File: src/rtl/prio_encoder_reg.sv
// Registered N-to-log2(N) priority encoder with fixed (highest index) or round-robin priority.
// Latency: 1 cycle from an input transfer to out_valid with its result.
// Backpressure: in_ready = !out_valid || out_ready; a stalled result holds and din is ignored.
module prio_encoder_reg #(
    parameter int  N           = 8,
    parameter int  ROUND_ROBIN = 0,
    localparam int W           = $clog2(N)
) (
    input  logic         clk,
    input  logic         rst,
    input  logic [N-1:0] din,
    input  logic         in_valid,
    output logic         in_ready,
    output logic [W-1:0] dout,
    output logic         none,
    output logic         multi,
    output logic         out_valid,
    input  logic         out_ready
);

    logic [W-1:0] rr_ptr;
    logic [W-1:0] cand;
    logic [W-1:0] fix_idx;
    logic [W-1:0] lo_idx;
    logic [W-1:0] hi_idx;
    logic         hi_found;
    logic [W-1:0] win_idx;
    logic         none_c;
    logic         multi_c;
    logic         in_xfer;
    logic         out_xfer;

    assign in_ready = !out_valid || out_ready;
    assign in_xfer  = in_valid && in_ready;
    assign out_xfer = out_valid && out_ready;

    assign none_c  = (din == '0);
    // Clearing the lowest set bit leaves something only when two or more bits were set.
    assign multi_c = |(din & (din - N'(1)));

    // Round-robin order rr_ptr+1 .. rr_ptr+N is the lowest set index above rr_ptr,
    // or, failing that, the lowest set index overall (the wrapped part of the search).
    always_comb begin
        cand     = '0;
        fix_idx  = '0;
        lo_idx   = '0;
        hi_idx   = '0;
        hi_found = 1'b0;
        for (int i = 0; i < N; i++) begin
            cand = W'(i);
            if (din[cand]) begin
                fix_idx = cand;
            end
        end
        for (int i = N - 1; i >= 0; i--) begin
            cand = W'(i);
            if (din[cand]) begin
                lo_idx = cand;
                if (cand > rr_ptr) begin
                    hi_found = 1'b1;
                    hi_idx   = cand;
                end
            end
        end
    end

    always_comb begin
        win_idx = '0;
        if (!none_c) begin
            if (ROUND_ROBIN != 0) begin
                win_idx = hi_found ? hi_idx : lo_idx;
            end else begin
                win_idx = fix_idx;
            end
        end
    end

    always_ff @(posedge clk) begin
        if (rst) begin
            out_valid <= 1'b0;
            dout      <= '0;
            none      <= 1'b0;
            multi     <= 1'b0;
            rr_ptr    <= W'(N - 1);
        end else if (in_xfer) begin
            out_valid <= 1'b1;
            dout      <= win_idx;
            none      <= none_c;
            multi     <= multi_c;
            if (ROUND_ROBIN != 0 && !none_c) begin
                rr_ptr <= win_idx;
            end
        end else if (out_xfer) begin
            out_valid <= 1'b0;
        end
    end

endmodule

File: config.mk
export PLATFORM = sky130hd
export DESIGN_NAME = prio_encoder_reg
export DESIGN_NICKNAME = d
export VERILOG_FILES = /design/src/rtl/prio_encoder_reg.sv
export SDC_FILE = /design/constraint.sdc
export NUM_CORES = 1
export LEC_CHECK = 0
export CAP_MARGIN = 5
export CORE_AREA = 2 2 39 41
export DETAILED_ROUTE_END_ITERATION = 8
export DIE_AREA = 0 0 41 43
export PLACE_DENSITY = 0.67
export REMOVE_ABC_BUFFERS = 1
export SKIP_CTS_REPAIR_TIMING = 1
export SYNTH_ARGS = -nofsm -noshare
export SYNTH_HDL_FRONTEND = slang
export SYNTH_SLANG_ARGS = --single-unit
export TNS_END_PERCENT = 50
File: constraint.sdc
create_clock -name clk -period 1.8 [get_ports clk]
set_clock_uncertainty 0.05 [all_clocks]
set_input_delay 0.36 -clock clk [delete_from_list [all_inputs] [get_ports clk]]
set_output_delay 0.36 -clock clk [all_outputs]
set_load 0.03 [all_outputs]
==> run metrics <==
PortBufs 18; Post-Syn Area 345 um^2; Routed WL roughly 860 um; startpoint types primary input; Die ar. 1760 um^2; R2R Setup Slk 0.61 ns; Min Hold Slack 0.408 ns; Worst Setup EP multi; Util after Layout 44.1%; maximum VDD drop roughly 0.18 mV; overall power between 0.3 and 0.4 mW; YS warnings 0; core area 1380 um^2; nets 81; drt via density 4.75; ratio of cells with drive above 1 in the final layout between 20% and 30%; max frequency ~0.59 GHz; first drt pass iteration count 4; final setup vio count 0; Final Cycle Share 94.8%; depth of the worst register-to-register path 5; initial drt markers 2; synthesis-to-layout area growth 76.8%; worst hold path type reg2reg; largest net degree at the start of global routing 7; Seq/Total Area, Yosys around a third; # IOs 19; DIE HEIGHT 43 um; cell area after layout between 600 and 700 um^2; Placement Rows 14; total gr overflow 0; Avg Inst Size Synth 8.63 um^2; chip width just over 40 um; Worst setup startpoint din[1]; Cells after Synth 40; Static Leak 0.227 nW; dpl hpwl 730 um; CP arrival 1.76 ns; max-slew headroom at the worst pin roughly three quarters; Worst EP required 1.86 ns; critical path class in2reg; RSZ-0062 raised after global routing no; first-pass GRT wire length ~1400 um; mean routed wirelength per cell 10.3 um; total global-route track usage a little under an eighth; CTS tree built; Period minus WS final 1.71 ns; Yosys cell types 22; number of global-route vias before repair 360; worst r2r src out_valid; Reg2Reg Capture Point dout[1]; most frequent cells in the layout clkdlybuf4s50_1, buf_4, dfxtp_1; commonest non-fill, non-tap cell in the layout clkdlybuf4s50_1; PwrDens 638 nW/um^2; Worst-Margin Slew ~0.40 ns; Initial Utilization between 20 and 25%; endpoints failing hold 0; clk slew on worst S/H paths 0.04 ns; crit end category register; max-cap violations 0; DRC viols 0; vias 394; htree depth 1; Final Max Slew Viols 0; Antenna Cells 0; #FFs+latches synth 6; initial antenna violation count 0; run status finished clean; CP Max Fanout 4; GPL Wtd Cong 0.811; Area after DPL ~590 um^2; Detail Route Antenna Nets 0; CTS Buf Count 3; clock latency at the later pin of the worst-skew pair ~0.24 ns; Num Clock Sinks 6; Clock Path Buffers 2; root buf cell clkbuf_4; setup TNS 0 ns
==> sequential cells by signal, summed over array words and instances (netlist names) <==
| register | cells |
|---|---|
| out_valid | 1 |
| none | 1 |
| multi | 1 |
| dout | 3 |
==> synth_stat cells <==
| master | count | area (um^2) |
|---|---|---|
| a211oi_1 | 1 | 7.51 |
| maj3_1 | 2 | 20.0 |
| dfxtp_1 | 6 | 120 |
| o32ai_1 | 1 | 8.76 |
| o21ai_1 | 1 | 5.00 |
| a21o_1 | 1 | 7.51 |
| or4_4 | 1 | 11.3 |
| nor2_1 | 5 | 18.8 |
| or3_1 | 1 | 6.26 |
| nand2_1 | 3 | 11.3 |
| nand2b_2 | 1 | 8.76 |
| a21oi_1 | 3 | 15.0 |
| nor4_1 | 2 | 12.5 |
| nor2b_1 | 1 | 6.26 |
| and2_1 | 1 | 6.26 |
| nor4_4 | 1 | 21.3 |
| a21oi_2 | 1 | 8.76 |
| inv_1 | 2 | 7.51 |
| nor3_1 | 3 | 15.0 |
| nand3_2 | 1 | 10.0 |
| a2bb2oi_1 | 1 | 8.76 |
| o311ai_0 | 1 | 8.76 |
==> layer usage <==
| layer | part of all wire (%) | vias to the layer above | wire (um) | GRT usage [%] |
|---|---|---|---|---|
| met5 | 0 | - | 0 | 0 |
| met4 | 0 | 0 | 0 | 8.00 |
| met3 | 4.8 | 0 | 41 | 1.57 |
| met2 | 54 | 11 | 458 | 17.5 |
| met1 | 41 | 176 | 354 | 13.8 |
| li1 | - | 207 | - | - |
==> worst max-delay path, cell delays in order <==
cell	delay [ns]
clkdlybuf4s50_1	0.45
or4_4	0.57
nor4_4	0.17
or3_1	0.14
o32ai_1	0.07
==> final cells by class <==
type                    instances  area, um^2
repair buffers                 24         223
multi-input cells              32         218
flip-flops and latches          6         120
inverters                       2        7.51
fillers                       146         773
well taps                      16        20.0
clock buffers                   3        22.5
==> power by group <==
part	total [mW]	leakage [nW]	switching (mW)	internal [mW]
clock network	0.119	0.0138	0.0435	0.0751
logic	0.123	0.164	0.0586	0.0640
registers	0.149	0.0498	0.00530	0.143
==> kinds of logic (layout without fill, tap and decap cells) <==
| group | Yosys count | in the layout | share of synthesized area (%) |
|---|---|---|---|
| adder cells (fa/ha/maj) | 2 | 2 | 5.80 |
| AND/OR/NAND/NOR | 20 | 20 | 37.0 |
| buffers and inverters | 2 | 29 | 2.17 |
| AO/OA/AOI/OAI | 10 | 10 | 20.3 |
| flip-flops | 6 | 6 | 34.8 |
==> worst min path at each step <==
stage / depth (start not counted) / from / end / slack, ns
global route: 2 / dout[0] / dout[0] / 0.44
floorplan: 1 / rst / none / 0.37
detailed placement: 2 / dout[0] / dout[0] / 0.40
CTS: 2 / dout[0] / dout[0] / 0.41
global placement: 2 / dout[0] / dout[0] / 0.39
finish: 2 / dout[0] / dout[0] / 0.41
==> per-stage QoR <==
| step | cells | setup WS, ns |
|---|---|---|
| global placement | 80 | -0.142 |
| global route | 83 | 0.0210 |
| floorplan | 40 | 0.301 |
| finish | 83 | 0.0933 |
| detailed placement | 80 | -0.172 |
| CTS | 83 | 0.0867 |
(Power assumes the default switching activity.)
